<file path="src/rtl/elevator_scan_controller.sv">
// elevator_scan_controller
//   Multi-floor elevator controller. Floor requests are latched into a
//   pending bitmap and served in SCAN order: the car keeps sweeping in its
//   current direction while requests remain ahead, then reverses. Travel
//   between adjacent floors takes TRAVEL_CYCLES clocks and each stop holds
//   the door open for DOOR_CYCLES clocks.
//
// Ports
//   clk            clock
//   reset          asynchronous active-low reset
//   req_valid      request strobe, sampled every rising edge
//   req_floor      requested floor, qualified by req_valid
//   estop          emergency stop: freezes state, timer and floor while high
//   current_floor  floor the car is at / last passed
//   dir_up         sweep direction (1 = up)
//   moving         car travelling and not stopped by estop
//   door_open      door held open at a stop
//   arrived        one-cycle pulse in the first door cycle of a stop
//   pending        registered request bitmap, bit i = floor i requested
module elevator_scan_controller #(
  parameter int unsigned NUM_FLOORS    = 10,
  parameter int unsigned FLOOR_W       = 4,
  parameter int unsigned TRAVEL_CYCLES = 16,
  parameter int unsigned DOOR_CYCLES   = 8,
  parameter int unsigned CNT_W         = 16
) (
  input  logic                  clk,
  input  logic                  reset,
  input  logic                  req_valid,
  input  logic [FLOOR_W-1:0]    req_floor,
  input  logic                  estop,
  output logic [FLOOR_W-1:0]    current_floor,
  output logic                  dir_up,
  output logic                  moving,
  output logic                  door_open,
  output logic                  arrived,
  output logic [NUM_FLOORS-1:0] pending
);

  typedef enum logic [1:0] {
    IDLE,
    MOVE_UP,
    MOVE_DOWN,
    DOOR
  } state_t;

  localparam logic [CNT_W-1:0]   TRAVEL_LD = CNT_W'(TRAVEL_CYCLES);
  localparam logic [CNT_W-1:0]   DOOR_LD   = CNT_W'(DOOR_CYCLES);
  localparam logic [CNT_W-1:0]   ONE       = CNT_W'(1);
  localparam logic [FLOOR_W-1:0] TOP_FLOOR = FLOOR_W'(NUM_FLOORS - 1);

  state_t                  state_q,   state_d;
  logic [CNT_W-1:0]        timer_q,   timer_d;
  logic [FLOOR_W-1:0]      floor_q,   floor_d;
  logic                    dir_up_q,  dir_up_d;
  logic [NUM_FLOORS-1:0]   pending_q, pending_d;
  logic                    arrived_q, arrived_d;

  logic                    req_ok;
  logic                    req_here;
  logic [FLOOR_W-1:0]      next_floor;
  logic [NUM_FLOORS-1:0]   req_bit;
  logic [NUM_FLOORS-1:0]   here_mask;
  logic [NUM_FLOORS-1:0]   above_mask;
  logic [NUM_FLOORS-1:0]   below_mask;
  logic [NUM_FLOORS-1:0]   next_bit;
  logic [NUM_FLOORS-1:0]   ahead_mask;

  // Floor-relative masks: relative to the current floor for IDLE decisions,
  // relative to the floor being reached for the arrival-edge decision.
  always_comb begin
    req_ok     = req_valid && (req_floor <= TOP_FLOOR);
    req_here   = req_ok && (req_floor == floor_q);
    next_floor = (state_q == MOVE_UP) ? floor_q + FLOOR_W'(1) : floor_q - FLOOR_W'(1);
    req_bit    = '0;
    here_mask  = '0;
    above_mask = '0;
    below_mask = '0;
    next_bit   = '0;
    ahead_mask = '0;
    for (int unsigned i = 0; i < NUM_FLOORS; i++) begin
      req_bit[i]    = req_ok && (req_floor == FLOOR_W'(i));
      here_mask[i]  = (FLOOR_W'(i) == floor_q);
      above_mask[i] = (FLOOR_W'(i) > floor_q);
      below_mask[i] = (FLOOR_W'(i) < floor_q);
      next_bit[i]   = (FLOOR_W'(i) == next_floor);
      ahead_mask[i] = (state_q == MOVE_UP) ? (FLOOR_W'(i) > next_floor)
                                           : (FLOOR_W'(i) < next_floor);
    end
  end

  always_comb begin
    state_d   = state_q;
    timer_d   = timer_q;
    floor_d   = floor_q;
    dir_up_d  = dir_up_q;
    pending_d = pending_q;
    arrived_d = 1'b0;

    if (estop) begin
      // Everything frozen, but no request may be dropped.
      pending_d = pending_q | req_bit;
    end else begin
      unique case (state_q)
        IDLE: begin
          if (req_here) begin
            state_d   = DOOR;
            timer_d   = DOOR_LD;
            arrived_d = 1'b1;
          end else begin
            pending_d = pending_q | req_bit;
            // A bit for the current floor can only be left over from an
            // estop window; serve it on the spot.
            if (|(pending_q & here_mask)) begin
              pending_d = pending_d & ~here_mask;
              state_d   = DOOR;
              timer_d   = DOOR_LD;
              arrived_d = 1'b1;
            end else if (|(pending_q & above_mask) &&
                         (dir_up_q || !(|(pending_q & below_mask)))) begin
              state_d  = MOVE_UP;
              dir_up_d = 1'b1;
              timer_d  = TRAVEL_LD;
            end else if (|(pending_q & below_mask)) begin
              state_d  = MOVE_DOWN;
              dir_up_d = 1'b0;
              timer_d  = TRAVEL_LD;
            end
          end
        end

        MOVE_UP, MOVE_DOWN: begin
          pending_d = pending_q | req_bit;
          if (timer_q > ONE) begin
            timer_d = timer_q - ONE;
          end else begin
            floor_d = next_floor;
            // pending_d already folds in a request arriving on this edge,
            // so a simultaneous request for the new floor is absorbed.
            if (|(pending_d & next_bit)) begin
              pending_d = pending_d & ~next_bit;
              state_d   = DOOR;
              timer_d   = DOOR_LD;
              arrived_d = 1'b1;
            end else if (|(pending_d & ahead_mask)) begin
              timer_d = TRAVEL_LD;
            end else begin
              state_d = IDLE;
            end
          end
        end

        DOOR: begin
          if (req_here) begin
            timer_d = DOOR_LD;
          end else begin
            pending_d = pending_q | req_bit;
            if (timer_q > ONE) begin
              timer_d = timer_q - ONE;
            end else begin
              state_d = IDLE;
            end
          end
        end

        default: state_d = IDLE;
      endcase
    end
  end

  always_ff @(posedge clk or negedge reset) begin
    if (!reset) begin
      state_q   <= IDLE;
      timer_q   <= '0;
      floor_q   <= '0;
      dir_up_q  <= 1'b1;
      pending_q <= '0;
      arrived_q <= 1'b0;
    end else begin
      state_q   <= state_d;
      timer_q   <= timer_d;
      floor_q   <= floor_d;
      dir_up_q  <= dir_up_d;
      pending_q <= pending_d;
      arrived_q <= arrived_d;
    end
  end

  assign current_floor = floor_q;
  assign dir_up        = dir_up_q;
  assign pending       = pending_q;
  assign arrived       = arrived_q;
  assign door_open     = (state_q == DOOR);
  assign moving        = ((state_q == MOVE_UP) || (state_q == MOVE_DOWN)) && !estop;

endmodule

</file>
<file path="config.mk">
export PLATFORM = sky130hd
export DESIGN_NAME = elevator_scan_controller
export DESIGN_NICKNAME = d
export VERILOG_FILES = /design/src/rtl/elevator_scan_controller.sv
export SDC_FILE = /design/constraint.sdc
export NUM_CORES = 1
export LEC_CHECK = 0
export ABC_AREA = 1
export BUFFER_PORTS_ARGS = -buffer_cell sky130_fd_sc_hd__buf_2
export CAP_MARGIN = 15
export CORE_AREA = 2 2 82 84
export DETAILED_ROUTE_END_ITERATION = 10
export DIE_AREA = 0 0 84 86
export GPL_ROUTABILITY_DRIVEN = 0
export PLACE_DENSITY = 0.82
export SETUP_SLACK_MARGIN = 0.2
export SLEW_MARGIN = 20
export SYNTH_ARGS = -nofsm -noshare
export SYNTH_HDL_FRONTEND = slang
export SYNTH_SLANG_ARGS = --single-unit
</file>
<file path="constraint.sdc">
create_clock -name clk -period 6.8 [get_ports clk]
set_clock_uncertainty 0.2 [all_clocks]
set_input_delay 0.68 -clock clk [delete_from_list [all_inputs] [get_ports clk]]
set_output_delay 0.68 -clock clk [all_outputs]
set_load 0.02 [all_outputs]
</file>
Yosys cells after proc, flatten, opt, wreduce, memory -nomap -nowiden
Index checks and enable logic that the tools add are counted.
Word-level totals
  register bits: 34
  bits of input ports: 8
Cells by class
  equal/unequal tests: 40
  reductions and logical operators: 34
  order comparisons: 42
  add/subtract/negate cells: 3
  muxes and demuxes: 46
  bitwise logic cells: 14
Operator list (count)
  2-to-1 mux 16 bit: 9
  bitwise AND 10 bit: 7
  2-to-1 mux 10 bit: 6
  OR reduction 10 bit: 5
  one-hot mux 16 bit (3 select lines): 1
  equality test 3 x 4 -> 1 bit, first input constant: 8
  greater-than comparator 3 x 4 -> 1 bit, first input constant: 8
  less-than comparator 3 x 4 -> 1 bit, first input constant: 8
  one-hot mux 10 bit (3 select lines): 1
  inverter 10 bit: 2
  2-to-1 mux 2 bit: 9
  2-to-1 mux 1 bit: 17
  equality test 2 x 4 -> 1 bit, first input constant: 4
  equality test 4 x 3 -> 1 bit, second input constant: 4
  equality test 4 bit, first input constant: 4
  greater-than comparator 1 x 4 -> 1 bit, first input constant: 4
  greater-than comparator 16 x 1 -> 1 bit, second input constant: 1
  greater-than comparator 2 x 4 -> 1 bit, first input constant: 4
  greater-than comparator 4 bit, first input constant: 4
  less-than comparator 1 x 4 -> 1 bit, first input constant: 4
  less-than comparator 2 x 4 -> 1 bit, first input constant: 4
  less-than comparator 4 bit, first input constant: 4
  subtractor 16 x 1 -> 16 bit, second input constant: 1
  logical AND 1 bit: 14
  31 further kinds: 46

Depth between registers and ports, before layout
Gate-level depths: netlist of the first run.
  word-level depth: 10
  gate-level depth with buffers: 21
  gate-level depth less buffers: 21

Worst setup path before layout of the first run
No wires, ideal clock.
  path kind: register to register
  from: register floor_q[0] (netlist: current_floor[0])
  to: register timer_q[10]
  slack: 3980 ps
  stages on the path, launching flop included: 20
  clock period less this slack: 2820 ps
  arrival: 2503 ps
  buffers on the path: 1
  setup time: 117 ps
  path through: dfrtp_1 -> inv_2 -> ha_1 -> inv_1 -> nand2_1 -> nand2_1 -> nand2_1 -> inv_2 -> nand4_1 -> nand2_1 -> nand2_1 -> nand2_1 -> nand2_1 -> nor2_1 -> nand3_2 -> nor2_2 -> nor2_4 -> buf_4 -> nand2_1 -> nand2_1
Between the ends
  word-level cells in the longest chain between the ends: 10
  elaborated cells on any way between the ends: 99
  those cells by class: add/sub: 2; order compare: 40; eq/ne: 22; mux: 18; bitwise: 5; reduce/logical: 12
Ends and longest elaborated chain
  start, declared: line 54  | logic [FLOOR_W-1:0] floor_q, floor_d;
  start signal, assigned: line 182  | floor_q <= floor_d;
  parallel branches: the longest is 10 deep, another holds subtractor 4 x 1 -> 4 bit
  end signal, assigned: line 181  | timer_q <= timer_d;
  end, declared: line 53  | logic [CNT_W-1:0] timer_q, timer_d;
Parallel ways; which one is timed is not known.
A chain may end at the register's enable or synchronous reset.

Worst setup path after layout of the first run
  from: register state_q[1]
  to: register timer_q[4]
Between the ends
  word-level cells in the longest chain between the ends: 8
  elaborated cells on any way between the ends: 57
  those cells by class: order compare: 20; eq/ne: 15; mux: 14; bitwise: 2; reduce/logical: 6
Ends and longest elaborated chain
  start, declared: line 52  | state_t state_q, state_d;
  start signal, assigned: line 180  | state_q <= state_d;
  equality test 2 x 1 -> 1 bit: line 74, 87, 104
  2-to-1 mux 4 bit: line 74  | next_floor = (state_q == MOVE_UP) ? floor_q + FLOOR_W'(1) : floor_q - FLOOR_W'(1);
  less-than comparator 1 x 4 -> 1 bit (tied with other cells): line 88  | : (FLOOR_W'(i) < next_floor);
  2-to-1 mux 1 bit / bitwise AND 10 bit (equally long branches): line 87, 140
  bitwise AND 10 bit / OR reduction 10 bit (equally long branches): line 145, 140
  OR reduction 10 bit / 2-to-1 mux 16 bit (equally long branches): line 145, 140
  inequality test 4 bit (no line) / 2-to-1 mux 16 bit (equally long branches)
  AND reduction 4 bit (no line) / one-hot mux 16 bit (3 select lines) (equally long branches)
Several ways; a longest one is shown, not always the timed one.

==> results of run 1 <==
placed cells by master (no fill, tap or decap), types with 6 or more instances in the layout:
cell,Yosys,final
nor3_1,9,9
inv_1,55,55
nand3_1,52,52
buf_2,5,25
nor2_2,8,8
nand2_1,176,176
a21oi_1,15,15
inv_2,9,9
dfrtp_1,33,33
xor2_1,8,8
o22ai_1,9,9
ha_1,10,10
o21ai_1,7,6
o21ai_0,27,27
xnor2_1,6,6
nor2_1,64,64
nand4_1,6,6
worst max-delay path: cells and delay by family (launching register included):
kind / cells / cell delay (ns)
AO/OA/AOI/OAI: 2 / 0.57
adder cells (fa/ha/maj): 1 / 0.52
buffers and inverters: 4 / 0.60
flip-flops: 1 / 0.41
AND/OR/NAND/NOR: 11 / 1.03
stage by stage:
step / instance area (µm²) / cells / hold WS (ns) / setup slack, ns
3_3_place_gp: 3520 / 639 / 0.265 / 3.56
3_5_place_dp: 3520 / 639 / 0.273 / 3.51
2_1_floorplan: 3370 / 550 / 0.184 / 3.98
5_1_grt: 3660 / 647 / 0.317 / 3.02
6_report: 3660 / 647 / 0.250 / 3.41
4_1_cts: 3660 / 647 / 0.289 / 3.46
logic make-up (layout without fill, tap and decap cells):
group                    Yosys count  in the layout  synth area share (%)
flip-flops                        34             34                  25.3
AO/OA/AOI/OAI                     81             81                  14.8
buffers and inverters             78             98                  9.43
adder cells (fa/ha/maj)           10             10                  3.71
XOR/XNOR                          14             14                  3.64
AND/OR/NAND/NOR                  333            333                  43.2
cell usage after synthesis (all sizes together) (2+ instances only):
cell    instances
nand2         182
nor2           73
inv            64
nand3          54
o21ai          37
dfrtp          33
a21oi          16
ha             10
buf             9
nor3            9
o22ai           9
xor2            8
nand4           7
xnor2           6
o211ai          5
o311ai          5
clkbuf          4
nor4            3
or2             3
a21boi          2
a31oi           2
nor3b           2
o21a            2
o31ai           2
registers in the layout, indices dropped and copies added, names as in the netlist:
signal and flops:
dir_up 1, pending 10, arrived 1, timer_q 16, current_floor 4, state_q 2
final cells by class:
type,count,area [µm²]
clock buffers,5,68.8
clock inverters,3,68.8
fillers,584,2620
inverters,65,244
multi-input cells,438,2200
flip-flops and latches,34,852
well taps,77,96.3
repair buffers,25,125
layer usage:
| layer | GRT usage (%) | wire, µm |
|---|---|---|
| met4 | 13.8 | 445 |
| met1 | 34.8 | 4000 |
| met2 | 45.3 | 4420 |
| met5 | 0 | 0 |
| met3 | 5.39 | 833 |
worst min-delay path by stage:
stage | from | end | slack (ns)
3_3_place_gp | timer_q[1]$_DFFE_PN0P_ | timer_q[1]$_DFFE_PN0P_ | 0.26
4_1_cts | reset | pending[0]$_DFFE_PN0P_ | 0.29
5_1_grt | reset | pending[2]$_DFFE_PN0P_ | 0.32
6_report | reset | pending[8]$_DFFE_PN0P_ | 0.25
3_5_place_dp | timer_q[1]$_DFFE_PN0P_ | timer_q[1]$_DFFE_PN0P_ | 0.27
2_1_floorplan | reset | arrived$_DFF_PN0_ | 0.18
==> results list, run 1 <==
- Run status: finished, final reports clean
* Top-Level Pins: 26
* Post-layout min period: 3.39 ns
- Sort of element at the end of the critical path: flop
- TritonCTS built the clock tree.
* Worst path slowest cell: ha_1
* Max_slew headroom: 47.1%
- After detailed routing, the total wire length is 9700 µm.
- The number of antenna violations at the first check in global routing came to 0.
- In the final routed layout, each cell accounts on average for between 10 and 15 µm.
* Post-CTS setup repair buffer count: 0
- Global router's overall resource usage: between 20 and 30%
- Critical Path Max Stage Delay: about 0.52 ns
- In the synthesized netlist, the number of instances is 550.
* Reg-to-reg endpoint: timer_q[4]$_DFFE_PN0P_
- Hold repair after CTS inserted 0 buffers.
- Core Box Area: 0.00628 mm²
- Transition at the pin with the smallest max-transition slack: just under 0.8 ns
- Post-synthesis cell type with the largest combined area: dfrtp_1
* Cell-by-cell listing of the critical path: inv_1, ha_1, inv_2, nand2_1, nand2_1, nand2_1, nand2_4, inv_2, nand3_4, inv_2, nand2_1, o21ai_1, nand2_1, nand2_1, nand3_2, o21ai_4, nand2_1, nand2_1
- Signed area change from the synthesized netlist to the final layout: 8.57%
- In the final timing run, aggregate negative setup slack is 0 ns.
- Master cell of the clock root buffer: clkbuf_8
- Maxcap violations: 0
- CTS built an H-tree with a depth of 2.
- Using the TritonRoute via totals, the vias-per-cell ratio works out to slightly below 6.
* Post-synthesis sequential area ratio: approximately a quarter
- The first global-routing pass estimated ~16000 µm of wire.
- The final number of hold-violating endpoints came to 0.
- Counting along the longest clock path gives a buffer depth of 2.
- Critical Path Start: state_q[1]$_DFFE_PN0P_
- In this run, distinct cell masters in the synthesized netlist total between 40 and 50.
* Die H: ~86 µm
* Worst min-delay path class: in -> async
- Clock Sink Count: 34
- The wire-length estimate of the detail-placed layout is 7130 µm.
- Post-synth ARST share: 100%
- Router iterations before antenna repair: 7
- Total CTS buffers: 5
* Number of global-route vias before repair: approximately 3400
- RSZ-0062 raised after global routing: no
* Number of enable-type register cells in the synthesized netlist: 0
- Reg-to-reg critical path startpoint: state_q[1]$_DFFE_PN0P_
- Yosys printed 0 warnings.
- The final route contains ~3800 vias.
- Row cnt: 29
- For this run, the leading register cell type out of synthesis is dfrtp_1.
* Period utilisation layout: between 40 and 50%
- Post-CTS sizing: 0
- Capture point of the critical path: timer_q[4]$_DFFE_PN0P_
* Die area: between 0.007 and 0.008 mm²
- The setup check on the worst reg-to-reg path leaves a slack of between 3 and 4 ns.
* Reg clk slew, reported paths: 0.09 ns
- Entering global routing, the biggest net connects 35 pins.
* Synth Register Bits: 34
- The critical path is of the reg -> reg type.
* Number of nets in the final layout: approximately 590
* Total congestion overflow: 0
- DR DRC count: 0
* Fraction of layout cells with a size suffix above 1: 11.9%
* Top fanout value on the critical path: 16
- 0 antenna diodes ended up in the layout.
* Crit path top cell by count: nand2_1
- The number of nets handed over by synthesis was approximately 570.
- Averaged over all synthesized cells, the footprint is around 6 µm².
- From left edge to right edge, the die measures approximately 84 µm.
- Once detail routing completed, the nets flagged for antenna violations numbered 0.
- Worst r2r path cells: 18
- Worst EP arrival: approximately 3.4 ns
- Clock Latency Late Sink: ~0.3 ns
- Cell types occupying the most area after synthesis: dfrtp_1 (24%), nand2_1 (20%), nand3_1 (7.7%)
- The first routing iteration left approximately 460 violations.
- Final slew viol count: 0
* Crit path launch type: flop
* Number of endpoints failing setup at the final stage: 0
- Utilization after layout: about three fifths
* Buffers added on ports: 25
- Based on the critical path, the design can be clocked at up to 295 MHz.
- Post-synth top area share: between 20% and 30%
* Starting Density: between 50% and 60%
* WP data required: approximately 6.8 ns
- Area of the mapped netlist: ~0.0034 mm²
Power of run 1 is left out: the tool's default activity adds up to more than one toggle a clock period on the data nets, which glitch-free logic cannot reach.
==> run 2, diff against run 1 <==
Clock period 6.8 ns to 3.2 ns, I/O delays scaled along.
==> results list, run 2 (synthesis results as in run 1) <==
- The total count of max-transition violations in the final report is 0.
- Router iterations before antenna repair: 6
- RSZ-0062 raised after global routing: no
* Run status: finished, final reports clean
- Highest clock frequency the design can meet: 355 MHz
- Buffers added on ports: 25
- At the pin with the least slew margin, the transition time is 0.801 ns.
* Crit path launch type: flop
- The floorplan step set the die width to 84 µm.
- Reg with most FFs: timer_q
* Total congestion overflow: 0
- Largest register FFs: 16
- Clock Latency Late Sink: 0.30 ns
* WP data required: ~3.2 ns
* Fraction of layout cells with a size suffix above 1: 14.9%
- Global-route wire length before repair: approximately 17000 µm
- Signed area change from the synthesized netlist to the final layout: 13.3%
* Top fanout value on the critical path: 16
- The floorplan step set the die height to 86 µm.
- The number of antenna diodes in the final layout is 0.
* Max_slew headroom: between 40% and 50%
* Worst EP arrival: 2.81 ns
- In the routed design, unresolved DRC markers number 0.
- Row generation in the floorplan step produced 29 rows.
- The tightest min-delay check is of the in -> reg type.
- The worst path uses approximately 88% of the clock period.
- Using the TritonRoute via totals, the vias-per-cell ratio works out to just under 6.
- Die area: around 0.0072 mm²
* Number of endpoints failing setup at the final stage: 0
- CP Class: reg -> reg
* Master cell of the clock root buffer: clkbuf_8
* Starting Density: between 50% and 60%
- The smallest clock period supported by the final layout is computed as between 2 and 3 ns.
* Number of nets in the final layout: 600
- Routed wire length: slightly above 10000 µm
- Final hold vios: 0
- Reg clk slew, reported paths: around 0.08 ns
- Most frequent cells in the layout: nand2_1 (175), nor2_1 (62), inv_1 (54)
- Top-Level Pins: 26
- The routed layout has approximately 3900 vias.
* Average wire per standard cell: about 15 µm
- Htree depth: 2
- Clock Sink Count: 34
- Core Box Area: 0.00628 mm²
- Antenna violations before repair: 0
- Initial DRC count: 540
* Number of global-route vias before repair: approximately 3500
* Total half-perimeter wirelength after legalization and detailed placement: roughly 7200 µm
* Maxcap violations: 0
* Accumulated negative setup slack: 0 ns
- Buffers from clock root to sink, at most: 2
* CTS tree: done
- For this run, the total global-route usage over all layers was measured as between 20% and 30%.
- The worst setup path is captured at a flop.
- Entering global routing, the biggest net connects 35 pins.
- Most common library cell in the layout ignoring fill and taps: nand2_1
- Total CTS buffers: 5
* Post-route antenna net violation count: 0
-- run 2: cell type report --
cell class	count	area, µm²
repair buffers	38	258
flip-flops and latches	34	856
inverters	65	246
well taps	77	96.3
clock inverters	3	68.8
multi-input cells	438	2230
clock buffers	5	68.8
fillers	555	2460
-- run 2: repair_timing --
item | CTS | global route
gates cloned | 0 | 0
gates resized for setup | 0 | 13
hold buffers | 1 | 0
pin swaps | 1 | 4
setup buffers | 2 | 7
endpoints found under the setup margin | 16 | 26
endpoints found under the hold margin | 33 | 0
-- run 2: path summary, 6_finish.rpt --
check | from | endpoint | slack (ns) | cells past startpoint
worst max-delay path | current_floor[0]$_DFFE_PN0P_ | timer_q[3]$_DFFE_PN0P_ | 0.38 | 19
worst min-delay path | estop | arrived$_DFF_PN0_ | 0.15 | 2
worst max register to register | current_floor[0]$_DFFE_PN0P_ | timer_q[3]$_DFFE_PN0P_ | 0.38 | 19
worst min register to register | timer_q[1]$_DFFE_PN0P_ | timer_q[1]$_DFFE_PN0P_ | 0.29 | 2
max in group asynchronous | reset | current_floor[1]$_DFFE_PN0P_ | 1.82 | 2
min in group asynchronous | reset | pending[8]$_DFFE_PN0P_ | 0.43 | 2
-- run 2: layer usage --
metal | routed length [µm] | global-route usage (%)
met5 | 0 | 0
met3 | 907 | 5.29
met4 | 476 | 15.2
met2 | 4630 | 45.8
met1 | 4120 | 36.2
-- run 2: critical path: stages (launching register included) --
cell and delay [ns]:
dfrtp_2 0.46, inv_2 0.06, ha_1 0.33, inv_1 0.08, nand2_1 0.06, nand2_2 0.11
nand2_1 0.12, inv_2 0.13, nand4_1 0.15, nand2_1 0.10, nand2_1 0.05, nand2_1 0.05
nand2_1 0.06, nor2_1 0.13, nand3_2 0.16, nor2_4 0.14, nor2_4 0.05, buf_12 0.14
nand2_1 0.07, nand2_1 0.05
-- run 2: metrics by stage --
step                      setup WS, ns  instance area (µm²)  cells  hold WS, ns  utilization, %
after detailed placement         0.225                 3540    642        0.251            56.4
after floorplan                  0.380                 3370    550       -0.176               -
after CTS                        0.226                 3720    653        0.149            59.2
after global placement           0.307                 3540    642        0.246            56.4
final                            0.384                 3820    660        0.154            60.9
after global routing             0.177                 3820    660        0.186            60.9
Power of run 2 is left out for the same reason.
